==> src/rtl/pipe_pkg.sv <==
// Shared constants and types for the pipeline stage register and its skid entry.
package pipe_pkg;

  // All-zero instruction word shown on ir_out whenever the stage holds nothing.
  localparam logic [31:0] NOP = 32'h0000_0000;

  // Default PC loaded into the held PC fields by reset.
  localparam logic [31:0] DEFAULT_RESET_PC = 32'h0000_3000;

  // Exception code carried alongside each instruction.
  typedef logic [4:0] exc_code_t;

endpackage

==> src/rtl/pipe_skid_buf.sv <==
// Single skid entry for pipe_stage_reg. It captures an item when the main register
// is busy and hands it back once the main register frees up.
// With PIPE_STAGE_EXC_EN defined the entry also stores the exception code and the
// branch-delay flag; otherwise those outputs are tied to zero and nothing is stored.
module pipe_skid_buf
  import pipe_pkg::*;
#(
  parameter int unsigned IR_W = 32,
  parameter int unsigned PC_W = 32
) (
  input  logic            clk_i,
  input  logic            rst_i,
  input  logic            flush_i,
  input  logic            load_i,
  input  logic            pop_i,
  input  logic [IR_W-1:0] ir_i,
  input  logic [PC_W-1:0] pc_i,
  input  exc_code_t       exc_i,
  input  logic            bd_i,
  output logic            valid_o,
  output logic [IR_W-1:0] ir_o,
  output logic [PC_W-1:0] pc_o,
  output exc_code_t       exc_o,
  output logic            bd_o
);

  logic            valid_q, valid_d;
  logic [IR_W-1:0] ir_q, ir_d;
  logic [PC_W-1:0] pc_q, pc_d;

  // Occupancy and payload next state; load and pop are never asserted together.
  always_comb begin
    valid_d = valid_q;
    ir_d    = ir_q;
    pc_d    = pc_q;
    if (flush_i) begin
      valid_d = 1'b0;
    end else if (load_i) begin
      valid_d = 1'b1;
      ir_d    = ir_i;
      pc_d    = pc_i;
    end else if (pop_i) begin
      valid_d = 1'b0;
    end
  end

  // Entry state; reset empties it without waiting for a clock.
  always_ff @(posedge clk_i or posedge rst_i) begin
    if (rst_i) begin
      valid_q <= 1'b0;
      ir_q    <= '0;
      pc_q    <= '0;
    end else begin
      valid_q <= valid_d;
      ir_q    <= ir_d;
      pc_q    <= pc_d;
    end
  end

  assign valid_o = valid_q;
  assign ir_o    = ir_q;
  assign pc_o    = pc_q;

`ifdef PIPE_STAGE_EXC_EN
  exc_code_t exc_q, exc_d;
  logic      bd_q, bd_d;

  // Side-band fields follow the same load rule as the payload.
  always_comb begin
    exc_d = exc_q;
    bd_d  = bd_q;
    if (!flush_i && load_i) begin
      exc_d = exc_i;
      bd_d  = bd_i;
    end
  end

  // Side-band storage.
  always_ff @(posedge clk_i or posedge rst_i) begin
    if (rst_i) begin
      exc_q <= '0;
      bd_q  <= 1'b0;
    end else begin
      exc_q <= exc_d;
      bd_q  <= bd_d;
    end
  end

  assign exc_o = exc_q;
  assign bd_o  = bd_q;
`else
  logic unused_exc;
  assign unused_exc = ^{exc_i, bd_i};
  assign exc_o      = '0;
  assign bd_o       = 1'b0;
`endif

endmodule

==> src/rtl/pipe_stage_reg.sv <==
// Pipeline stage register with a one-entry skid buffer.
// The main entry drives the outputs; the skid entry absorbs one item when the
// downstream stalls so that in_ready can come straight from a flop.
// PC+4 and PC+8 are computed when an item loads into the main entry and held.
// Optional feature macro PIPE_STAGE_EXC_EN: carries exc_in/bd_in with each item.
module pipe_stage_reg
  import pipe_pkg::*;
#(
  parameter int unsigned     IR_W     = 32,
  parameter int unsigned     PC_W     = 32,
  parameter logic [PC_W-1:0] RESET_PC = PC_W'(DEFAULT_RESET_PC)
) (
  input  logic            clk,
  input  logic            reset,
  input  logic            flush,
  input  logic            in_valid,
  output logic            in_ready,
  input  logic [IR_W-1:0] ir_in,
  input  logic [PC_W-1:0] pc_in,
  output logic            out_valid,
  input  logic            out_ready,
  output logic [IR_W-1:0] ir_out,
  output logic [PC_W-1:0] pc_out,
  output logic [PC_W-1:0] pc4_out,
  output logic [PC_W-1:0] pc8_out,
  output logic [1:0]      occ,
  input  exc_code_t       exc_in,
  input  logic            bd_in,
  output exc_code_t       exc_out,
  output logic            bd_out
);

  logic            main_valid_q, main_valid_d;
  logic [IR_W-1:0] ir_q, ir_d;
  logic [PC_W-1:0] pc_q, pc_d;
  logic [PC_W-1:0] pc4_q, pc4_d;
  logic [PC_W-1:0] pc8_q, pc8_d;

  logic            skid_valid;
  logic [IR_W-1:0] skid_ir;
  logic [PC_W-1:0] skid_pc;
  exc_code_t       skid_exc;
  logic            skid_bd;

  logic            accept;
  logic            rel;
  logic            main_free;
  logic            main_load;
  logic            main_clear;
  logic            skid_load;
  logic            skid_pop;
  logic [PC_W-1:0] load_pc;

  // Handshake decode. Flush overrides every movement in the same cycle.
  always_comb begin
    accept     = in_valid & in_ready;
    rel        = main_valid_q & out_ready;
    main_free  = ~main_valid_q | rel;
    main_load  = ~flush & main_free & (skid_valid | accept);
    main_clear = flush | (main_free & ~skid_valid & ~accept);
    skid_load  = ~flush & accept & ~main_free;
    skid_pop   = ~flush & main_free & skid_valid;
    load_pc    = skid_valid ? skid_pc : pc_in;
  end

  // Main entry next state; the skid item always wins over a new input to keep order.
  always_comb begin
    main_valid_d = main_valid_q;
    ir_d         = ir_q;
    pc_d         = pc_q;
    pc4_d        = pc4_q;
    pc8_d        = pc8_q;
    if (main_load) begin
      main_valid_d = 1'b1;
      ir_d         = skid_valid ? skid_ir : ir_in;
      pc_d         = load_pc;
      pc4_d        = load_pc + PC_W'(4);
      pc8_d        = load_pc + PC_W'(8);
    end else if (main_clear) begin
      // PC fields hold; only the instruction is replaced by a bubble.
      main_valid_d = 1'b0;
      ir_d         = IR_W'(NOP);
    end
  end

  // Main entry state with asynchronous reset.
  always_ff @(posedge clk or posedge reset) begin
    if (reset) begin
      main_valid_q <= 1'b0;
      ir_q         <= IR_W'(NOP);
      pc_q         <= RESET_PC;
      pc4_q        <= RESET_PC + PC_W'(4);
      pc8_q        <= RESET_PC + PC_W'(8);
    end else begin
      main_valid_q <= main_valid_d;
      ir_q         <= ir_d;
      pc_q         <= pc_d;
      pc4_q        <= pc4_d;
      pc8_q        <= pc8_d;
    end
  end

  pipe_skid_buf #(
    .IR_W (IR_W),
    .PC_W (PC_W)
  ) u_skid (
    .clk_i   (clk),
    .rst_i   (reset),
    .flush_i (flush),
    .load_i  (skid_load),
    .pop_i   (skid_pop),
    .ir_i    (ir_in),
    .pc_i    (pc_in),
    .exc_i   (exc_in),
    .bd_i    (bd_in),
    .valid_o (skid_valid),
    .ir_o    (skid_ir),
    .pc_o    (skid_pc),
    .exc_o   (skid_exc),
    .bd_o    (skid_bd)
  );

  // Ready is the complement of a flop, so a full stage never accepts even if it drains now.
  assign in_ready  = ~skid_valid;
  assign out_valid = main_valid_q;
  assign ir_out    = ir_q;
  assign pc_out    = pc_q;
  assign pc4_out   = pc4_q;
  assign pc8_out   = pc8_q;
  assign occ       = {1'b0, main_valid_q} + {1'b0, skid_valid};

`ifdef PIPE_STAGE_EXC_EN
  exc_code_t exc_q, exc_d;
  logic      bd_q, bd_d;

  // Side-band fields move with the item and clear with the bubble.
  always_comb begin
    exc_d = exc_q;
    bd_d  = bd_q;
    if (main_load) begin
      exc_d = skid_valid ? skid_exc : exc_in;
      bd_d  = skid_valid ? skid_bd : bd_in;
    end else if (main_clear) begin
      exc_d = '0;
      bd_d  = 1'b0;
    end
  end

  // Side-band storage for the main entry.
  always_ff @(posedge clk or posedge reset) begin
    if (reset) begin
      exc_q <= '0;
      bd_q  <= 1'b0;
    end else begin
      exc_q <= exc_d;
      bd_q  <= bd_d;
    end
  end

  assign exc_out = exc_q;
  assign bd_out  = bd_q;
`else
  logic unused_exc;
  assign unused_exc = ^{exc_in, bd_in, skid_exc, skid_bd};
  assign exc_out    = '0;
  assign bd_out     = 1'b0;
`endif

endmodule
==> config.mk <==
export PLATFORM = sky130hd
export DESIGN_NAME = pipe_stage_reg
export DESIGN_NICKNAME = d
export VERILOG_FILES = /design/src/rtl/pipe_pkg.sv /design/src/rtl/pipe_skid_buf.sv /design/src/rtl/pipe_stage_reg.sv
export SDC_FILE = /design/constraint.sdc
export NUM_CORES = 1
export LEC_CHECK = 0
export CAP_MARGIN = 20
export CORE_MARGIN = 2
export CORE_UTILIZATION = 28
export DETAILED_ROUTE_END_ITERATION = 7
export GPL_TIMING_DRIVEN = 0
export PLACE_DENSITY = 0.49
export SYNTH_ARGS = -nofsm -noshare
export SYNTH_HDL_FRONTEND = slang
export SYNTH_HIERARCHICAL = 1
export SYNTH_SLANG_ARGS = --single-unit
==> constraint.sdc <==
create_clock -name clk -period 4.8 [get_ports clk]
set_clock_uncertainty 0.15 [all_clocks]
set_input_delay 0.48 -clock clk [delete_from_list [all_inputs] [get_ports clk]]
set_output_delay 0.48 -clock clk [all_outputs]
set_load 0.01 [all_outputs]
==> metrics.csv, run 1 <==
metric,value,unit
peak supply drop,236,µV
crit-path most repeated cell,buf_2,
initial antenna violation count,6,
fin crit share,89.8,%
CTS Sinks,189,
Antenna Violating Nets Remaining,0,
DP HPWL,23800,µm
Post-Syn Area,0.00946,mm²
vias per cell,4.81,
pin count of the biggest net entering global routing,75,
Starting DRT DRC Count,471,
fraction of layout cells with a size suffix above 1,14.6,%
Worst Hold Class,in2async,
RSZ-0062 raised after global routing,false,
syn_area_per_cell,11.1,µm²
PortBufs,200,
first-pass GRT wire length,49400,µm
Synth-to-Final Area Change,34.3,%
area taken by multi-input logic gates,0.00428,mm²
RR Endpoint,pc4_out[20]$_DFFE_PP0P_,
status,finished clean,
H-tree Lvls,4,
Final GP Congestion,0.817,
Root Driver,clkbuf_16,
core area,0.0334,mm²
Routed WL,32500,µm
PnR Total Power,4.61,mW
worst r2r src,u_skid/valid_o$_DFFE_PP0P_,
Final Setup Violations,0,
count of buffer and inverter cells on the critical path,6,
"Min Clock Period, post-route",4.31,ns
final std cells w/o fill,1542,
clk_lat worst skew,0.45,ns
grt ovf,0,
Worst R2R Path Depth,14,
Synthesis Warnings,6,
deepest clock path buffer count,2,
filler instances,3396,
Post-CTS Hold Fix Bufs,0,
Cells after DPL,1509,
die height,188,µm
CTS buffer count,17,
Slew Limit Fails,0,
CP Launch Type,register,
Initial Util,28.3,%
crit path max-delay cell type,dfrtp_1,
crit-path leading delay family,buffers and inverters,
drt drc,0,
FF-to-FF setup slack,0.49,ns
Rel. slew slack,20.0,%
Die Wd,188,µm
gr usage total,18.7,%
Worst Setup End Kind,register,
Storage cell area,0.00474,mm²
Max-Cap Viols,0,
Die Area,0.0353,mm²
fin nets,1159,
CP required,4.95,ns
Crit Path Max Fanout,10,
Critical Path AT,4.46,ns
CP Cell Sequence,"buf_6, buf_2, buf_2, buf_2, buf_2, nand2_1, nand2_1, ha_1, nand4_1, a22oi_1, buf_2, nand4_1, xnor2_1, a21oi_1",
P per Cell Area,363,mW/mm²
# rows,67,
vias in the first global route,7754,
"Clk pin slew, worst setup/hold paths",0.08,ns
Slowest Stage Delay on Critical Path,0.47,ns
cell area after placement,0.0121,mm²
Routed wire per std cell,21.1,µm
Mapped Cells,854,
Lkg Pwr,5.20,nW
Top Ports,213,
Max Clk Rate,232,MHz
final hold violations,0,
"Design Area, Final",0.0127,mm²
Post-CTS Resized,0,
CTS tree,done,
worst-margin pin slew,1.20,ns
path type of the worst setup path,reg2reg,
"Setup Fix Bufs, Post-CTS",0,
DRT Pass-1 Iters,5,
Vias,7410,
layer usage:
layer	vias to the layer above	global-route usage (%)	part of all wire [%]
li1	3475	-	-
met1	3653	25.7	46
met2	240	29.5	46
met3	34	4.27	5.8
met4	8	5.48	1.7
met5	-	0	0.14
state kept, by name, summed over array words and instances (netlist names):
register and flops:
pc_out 32, u_skid/ir_o 32, u_skid/pc_o 32, out_valid 1, pc4_out 30, u_skid/valid_o 1, pc8_out 29, ir_out 32
cell usage in the layout, fill, tap and decap left out, types with 13 or more instances in the layout:
master and n:
a21oi_1 76, buf_4 13, clkbuf_1 26, clkbuf_16 17
clkdlybuf4s50_1 200, dfrtp_1 181, mux2_4 60, mux2i_1 53
nand2_1 67, nand3_1 23, nand4_1 28, nor2_1 91
o21ai_0 40, xnor2_1 28
worst register-to-register path, cell delays in order, from the launching register on:
cell     delay, ns
dfrtp_1       0.47
buf_6         0.19
buf_2         0.27
buf_2         0.29
buf_2         0.37
buf_2         0.38
nand2_1       0.09
nand2_1       0.19
ha_1          0.26
nand4_1       0.13
a22oi_1       0.47
buf_2         0.44
nand4_1       0.19
xnor2_1       0.19
a21oi_1       0.09
metrics by stage:
step           hold slack [ns]  util (%)  setup TNS, ns  setup slack, ns
3_5_place_dp             0.314      36.3              0            0.544
6_report                 0.282      38.1              0            0.492
4_1_cts                  0.268      38.1              0            0.497
3_3_place_gp             0.305      36.1        -170.65            -1.48
2_1_floorplan            0.332         -              0            0.884
5_1_grt                  0.304      38.1              0            0.294
where the power goes:
group          switching [mW]  internal, mW  leakage (nW)
Sequential              0.192          1.87          2.30
Combinational           0.446         0.598          2.61
Clock                   0.669         0.843         0.295
Total                    1.31          3.31          5.20
layout make-up:
type	count	area share (%)
Clock buffer	20	3.60
Buffer	61	3.37
Antenna cell	1	0.0197
Inverter	8	0.296
Timing Repair Buffer	202	16.2
Multi-Input combinational cell	601	33.7
Tap cell	448	4.41
Clock inverter	12	1.13
Sequential cell	189	37.3
worst max path at each step:
stage,startpoint,end,slack [ns],depth (start not counted)
floorplan,reset,ir_out[0]$_DFFE_PP0P_,0.88,1
global placement,reset,pc_out[30]$_DFFE_PP0P_,-1.48,2
detailed placement,u_skid/valid_o$_DFFE_PP0P_,pc4_out[20]$_DFFE_PP0P_,0.54,14
CTS,u_skid/valid_o$_DFFE_PP0P_,pc4_out[20]$_DFFE_PP0P_,0.50,14
global route,u_skid/valid_o$_DFFE_PP0P_,pc4_out[18]$_DFFE_PP0P_,0.29,14
finish,u_skid/valid_o$_DFFE_PP0P_,pc4_out[20]$_DFFE_PP0P_,0.49,14
Note: power is estimated with default switching activity, not from simulation.
==> run 2: changes to the inputs <==
--- a/config.mk
+++ b/config.mk
@@ -10,7 +10,7 @@
 export CORE_UTILIZATION = 28
 export DETAILED_ROUTE_END_ITERATION = 7
 export GPL_TIMING_DRIVEN = 0
-export PLACE_DENSITY = 0.49
+export PLACE_DENSITY = 0.5
 export SYNTH_ARGS = -nofsm -noshare
 export SYNTH_HDL_FRONTEND = slang
 export SYNTH_HIERARCHICAL = 1
==> constraint.sdc (replaced) <==
create_clock -name clk -period 3.73 [get_ports clk]
set_clock_uncertainty 0.15 [all_clocks]
set_input_delay 0.373 -clock clk [delete_from_list [all_inputs] [get_ports clk]]
set_output_delay 0.373 -clock clk [all_outputs]
set_load 0.01 [all_outputs]
==> run 2 against run 1 <==
  * Die area unchanged
  * Routed wire length down 0.37%
  * Hold slack worse by 0.051 ns
  * Critical path depth down 2
  * Global-route usage down 0.34 points
  * Register-to-register slack worse by 0.14 ns
  * Count of clock-buffer cells in the layout unchanged
  * Utilization up 0.29 points
  * Sequential power up 29%
  * First-iteration DRC count up 26%
  * Setup slack worse by 0.14 ns
  * Largest cell class unchanged
==> metrics.csv, run 2 (synthesis results as in run 1) <==
metric,value,unit,change
core area,0.0334,mm²,unchanged
CTS Sinks,189,,unchanged
grt ovf,0,,unchanged
Top Ports,213,,unchanged
most frequent cells in the layout,"200 x clkdlybuf4s50_1, 181 x dfrtp_1, 91 x nor2_1, 75 x a21oi_1, 66 x nand2_1",,
Starting DRT DRC Count,595,,+26%
CP Launch Type,register,,
P per Cell Area,463,mW/mm²,+28%
part of the power in registers,44.7,%,about the same
initial antenna violation count,2,,-4
gr usage total,18.4,%,-0.34 points
Initial Util,28.3,%,unchanged
Die Wd,188,µm,unchanged
CP required,3.92,ns,-1.03 ns
Routed WL,32400,µm,-0.37%
first-pass GRT wire length,48500,µm,-1.9%
DP HPWL,23900,µm,+0.68%
Routed wire per std cell,21.0,µm,-0.69%
Lkg Pwr,5.22,nW,+0.39%
Antenna Violating Nets Remaining,0,,unchanged
worst-margin pin slew,1.15,ns,-0.0465 ns
"Min Clock Period, post-route",3.37,ns,-0.934 ns
Finished Core Util,38.4,%,+0.29 points
Clock power frac,32.5,%,-0.3 points
switching power,1.71,mW,+31%
CP Cell Sequence,"buf_6, clkbuf_4, buf_4, buf_6, nand2_1, nand2_1, ha_1, nand4b_1, nand2_2, nand4_2, o21a_1, o31ai_1",,
CTS tree,done,,
internal power,4.22,mW,+28%
Crit Path Max Fanout,17,,+7
combinational power share,22.8,%,+0.2 points
Net Sw Frac,28.9,%,+0.56 points
die height,188,µm,unchanged
Final Setup Violations,0,,unchanged
Critical Path AT,3.56,ns,-0.90 ns
clk_lat worst skew,0.45,ns,about the same
"commonest non-fill, non-tap cell in the layout",clkdlybuf4s50_1,,
Synth-to-Final Area Change,35.4,%,
DRT Pass-1 Iters,5,,unchanged
final worst setup slack,0.356,ns,-0.136 ns
Die Area,0.0353,mm²,unchanged
RSZ-0062 raised after global routing,false,,
deepest clock path buffer count,2,,unchanged
fraction of layout cells with a size suffix above 1,15.5,%,+0.84 points
drt drc,0,,unchanged
"Clk pin slew, worst setup/hold paths",0.08,ns,about the same
Final GP Congestion,0.814,,-0.39%
vias in the first global route,7501,,-3.3%
Max Clk Rate,296,MHz,+28%
final hold violations,0,,unchanged
PortBufs,200,,unchanged
Max-Cap Viols,0,,unchanged
Rel. slew slack,23.1,%,+3.1 points
peak supply drop,340,µV,+44%
CTS buffer count,17,,unchanged
Slew Limit Fails,0,,unchanged
crit path max-delay cell type,dfrtp_1,,
# rows,67,,unchanged
Worst Hold Class,in2async,,
vias per cell,4.88,,+1.5%
Vias,7542,,+1.8%
pin count of the biggest net entering global routing,41,,-45%
Post-CTS Hold Fix Bufs,0,,unchanged
Slowest Stage Delay on Critical Path,0.47,ns,about the same
Worst Setup End Kind,register,,
H-tree Lvls,4,,unchanged
path type of the worst setup path,reg2reg,,
fin nets,1164,,+0.43%
Root Driver,clkbuf_16,,
status,finished clean,,
fin crit share,90.5,%,+0.71 points
dpl ws,-0.449,ns,-0.993 ns
[run 2: changes by cell type in the layout (fill, tap and decap cells not counted), sizes merged]
cell / before / now
buf: 38 / 42
clkinv: 8 / 3
bufinv: 3 / 2
inv: 7 / 11
clkbuf: 45 / 46
clkinvlp: 2 / 4
[run 2: final cells by class]
class                           instances  area [µm²]
Antenna cell                            1        2.50
Buffer                                 60         444
Clock buffer                           20         457
Clock inverter                         12         151
Fill cell                            3328       20600
Inverter                                8        37.5
Multi-Input combinational cell        601        4300
Sequential cell                       189        4740
Tap cell                              448         561
Timing Repair Buffer                  208        2110
[run 2: timing repair]
action / 4_1_cts / 5_1_grt
gates resized for setup: 9 / 5
buffers inserted: 3 / 1
pin swaps: 1 / 1
endpoints found under the setup margin: 36 / 26
[run 2: critical path: cells and delay by family (launching register included)]
kind | cells | cell delay [ns]
and+or+nand+nor | 5 | 0.92
AOI/OAI and AO/OA | 2 | 0.53
buffers and inverters | 4 | 0.96
DFF | 1 | 0.47
adders and majority gates | 1 | 0.22
[run 2: power by group through the flow]
stage	registers [mW]	logic, mW	clock network [mW]
2_1_floorplan	2.71	0.595	0
3_3_place_gp	2.68	1.34	0
6_report	2.65	1.35	1.93
4_1_cts	2.65	1.37	1.98
3_5_place_dp	2.68	1.35	0
5_1_grt	2.70	1.46	2.05
[run 2: final timing paths]
check / startpoint / endpoint / slack [ns] / cells after the start
max in group asynchronous: reset / pc4_out[12]$_DFFE_PP1P_ / 2.06 / 4
min reg2reg: pc4_out[3]$_DFFE_PP0P_ / pc4_out[3]$_DFFE_PP0P_ / 0.33 / 2
max: u_skid/valid_o$_DFFE_PP0P_ / pc4_out[19]$_DFFE_PP0P_ / 0.36 / 12
max reg2reg: u_skid/valid_o$_DFFE_PP0P_ / pc4_out[19]$_DFFE_PP0P_ / 0.36 / 12
min: reset / u_skid/pc_o[7]$_DFFE_PP0P_ / 0.23 / 2
min in group clk: pc4_out[3]$_DFFE_PP0P_ / pc4_out[3]$_DFFE_PP0P_ / 0.33 / 2
[run 2: metrics by stage]
step           setup TNS [ns]  std cells  total power, mW  cell area (µm²)  hold WS [ns]
2_1_floorplan               0        859             3.31             9480         0.286
3_3_place_gp           -15.03       1507             4.02            12000         0.310
3_5_place_dp            -7.01       1511             4.04            12100         0.319
4_1_cts                     0       1546             6.00            12800         0.232
5_1_grt                     0       1546             6.20            12800         0.272
6_report                    0       1547             5.93            12800         0.231
[run 2: per-layer routing]
layer / up-vias / global-route usage, % / wire [µm]
met5: - / 0 / 32
met4: 4 / 5.54 / 680
met3: 42 / 3.91 / 1800
met2: 267 / 28.2 / 14500
met1: 3744 / 26.0 / 15400
li1: 3485 / - / -
==> run 3: changes to the inputs <==
--- a/config.mk
+++ b/config.mk
@@ -11,6 +11,7 @@
 export DETAILED_ROUTE_END_ITERATION = 7
 export GPL_TIMING_DRIVEN = 0
 export PLACE_DENSITY = 0.5
+export SLEW_MARGIN = 20
 export SYNTH_ARGS = -nofsm -noshare
 export SYNTH_HDL_FRONTEND = slang
 export SYNTH_HIERARCHICAL = 1
==> run 3 against run 2 <==
  * Power up 0.85%
  * Hold slack got worse by 0.0079 ns
  * Utilization increased by 0.098 points
  * Clock power grew 3%
  * Die area unchanged
  * Routed wire length grew 0.14%
  * Register-to-register slack worse by 0.12 ns
  * Critical path depth fell by 5
  * Combinational power about the same
  * First-iteration DRC count grew 5.2%
  * Cell area increased by 0.25%
  * Via count about the same
==> metrics.csv, run 3 (synthesis results as in run 1) <==
metric,value,unit,change
status,finished clean,,
most frequent cells in the layout,"200 x clkdlybuf4s50_1, 180 x dfrtp_1, 91 x nor2_1, 75 x a21oi_1, 66 x nand2_1",,
"commonest non-fill, non-tap cell in the layout",clkdlybuf4s50_1,,
first-pass GRT wire length,48900,µm,+1.0%
worst r2r src,u_skid/valid_o$_DFFE_PP0P_,,
deepest clock path buffer count,2,,unchanged
RSZ-0062 raised after global routing,false,,
gr usage total,18.6,%,+0.17 points
Top Ports,213,,unchanged
CP Cell Sequence,"buf_6, buf_2, clkbuf_4, buf_4, clkinv_2, clkbuf_1, clkdlybuf4s50_1",,
Crit Path Max Fanout,10,,-7
"Clk pin slew, worst setup/hold paths",0.08,ns,about the same
crit-path leading delay family,buffers and inverters,,
Worst Hold Class,in2async,,
Antenna Violating Nets Remaining,0,,unchanged
Max Clk Rate,284,MHz,-4.0%
Vias,7543,,+0.013%
DRT Pass-1 Iters,5,,unchanged
vias per cell,4.88,,about the same
CTS buffer count,17,,unchanged
clk_lat worst skew,0.45,ns,about the same
Worst Setup End Kind,output port,,
core area,0.0334,mm²,unchanged
Initial Util,28.3,%,unchanged
Max-Cap Viols,0,,unchanged
CTS tree,done,,
peak supply drop,337,µV,-0.69%
Post-CTS Hold Fix Bufs,0,,unchanged
drt drc,0,,unchanged
Starting DRT DRC Count,626,,+5.2%
final hold violations,0,,unchanged
Synth-to-Final Area Change,35.7,%,
Final GP Congestion,0.814,,unchanged
Final Setup Violations,0,,unchanged
"Min Clock Period, post-route",3.51,ns,+0.141 ns
Rel. slew slack,19.4,%,-3.8 points
Lkg Pwr,5.23,nW,+0.20%
Slowest Stage Delay on Critical Path,0.65,ns,+0.18 ns
Critical Path AT,2.99,ns,-0.57 ns
DP HPWL,24000,µm,+0.23%
CP required,3.21,ns,-0.71 ns
antenna diode instance count,0,,-1
crit path max-delay cell type,clkdlybuf4s50_1,,
Routed WL,32500,µm,+0.14%
path type of the worst setup path,reg2out,,
die height,188,µm,unchanged
pin count of the biggest net entering global routing,35,,-15%
fin crit share,94.2,%,+3.8 points
# rows,67,,unchanged
grt ovf,0,,unchanged
P per Cell Area,466,mW/mm²,+0.59%
PortBufs,200,,unchanged
CTS Sinks,189,,unchanged
count of buffer and inverter cells on the critical path,7,,+3
worst-margin pin slew,1.21,ns,+0.0565 ns
fraction of layout cells with a size suffix above 1,15.7,%,+0.17 points
Finished Core Util,38.5,%,+0.098 points
Die Area,0.0353,mm²,unchanged
Slew Limit Fails,0,,unchanged
Die Wd,188,µm,unchanged
Routed wire per std cell,21.0,µm,+0.14%
H-tree Lvls,4,,unchanged
CP Launch Type,register,,
Setup TNS Final,0,ns,unchanged
fin nets,1165,,+0.086%
vias in the first global route,7485,,-0.21%
Critical path origin,u_skid/valid_o$_DFFE_PP0P_,,
Root Driver,clkbuf_16,,
initial antenna violation count,4,,+2
==> run 3: stage by stage <==
step	cells	area, µm²	setup WS (ns)	total power [mW]	hold WS, ns
floorplan	859	9480	0.754	3.31	0.286
detailed placement	1512	12200	-0.431	4.04	0.320
global route	1547	12800	0.00536	6.26	0.261
global placement	1507	12000	-0.450	4.02	0.310
finish	1547	12800	0.215	5.98	0.223
CTS	1546	12800	0.0201	6.03	0.239
==> run 3: metal layers <==
layer	routed length [µm]	part of all wire, %	GRT usage [%]
met1	15300	47	26.3
met3	2060	6.3	4.19
met2	14500	45	28.5
met5	46	0.14	0
met4	544	1.7	5.06
==> run 3: worst reg2reg max path, stage by stage (launching register included) <==
cell      delay [ns]
dfrtp_2         0.43
buf_6           0.17
buf_2           0.26
clkbuf_4        0.26
buf_4           0.26
buf_6           0.21
nand2_1         0.06
nand2_1         0.16
ha_1            0.25
nand4b_1        0.16
a22oi_2         0.32
buf_4           0.18
and2_1          0.20
xnor2_1         0.09
mux2_2          0.27
==> run 3: power by group <==
group          switching (mW)  internal (mW)
Sequential              0.246           2.40
Combinational           0.581          0.777
Clock                   0.902           1.07
==> run 3: area by class of cell <==
| cell class | instances | area [µm²] |
|---|---|---|
| inverters | 8 | 37.5 |
| well taps | 448 | 561 |
| repair buffers | 208 | 2130 |
| multi-input cells | 601 | 4300 |
| clock buffers | 19 | 433 |
| fillers | 3346 | 20500 |
| clock inverters | 13 | 178 |
| flip-flops and latches | 189 | 4740 |
| plain buffers | 61 | 449 |
==> run 3: timing repair <==
| item | 4_1_cts | 5_1_grt |
|---|---|---|
| pin swaps | 1 | 1 |
| buffers inserted | 2 | 1 |
| setup endpoints to repair | 35 | 29 |
| gates resized for setup | 7 | 10 |
==> run 3: path summary, 6_finish.rpt <==
kind                                                    end  slack (ns)  cells after the start
worst min register to register       ir_out[22]$_DFFE_PP0P_        0.33                      2
max in group asynchronous           pc8_out[31]$_DFFE_PP0P_        2.39                      4
worst min-delay path            u_skid/pc_o[11]$_DFFE_PP0P_        0.22                      2
min in group clk                     ir_out[22]$_DFFE_PP0P_        0.33                      2
worst max-delay path                               in_ready        0.22                      7
worst max register to register      pc4_out[12]$_DFFE_PP1P_        0.24                     14
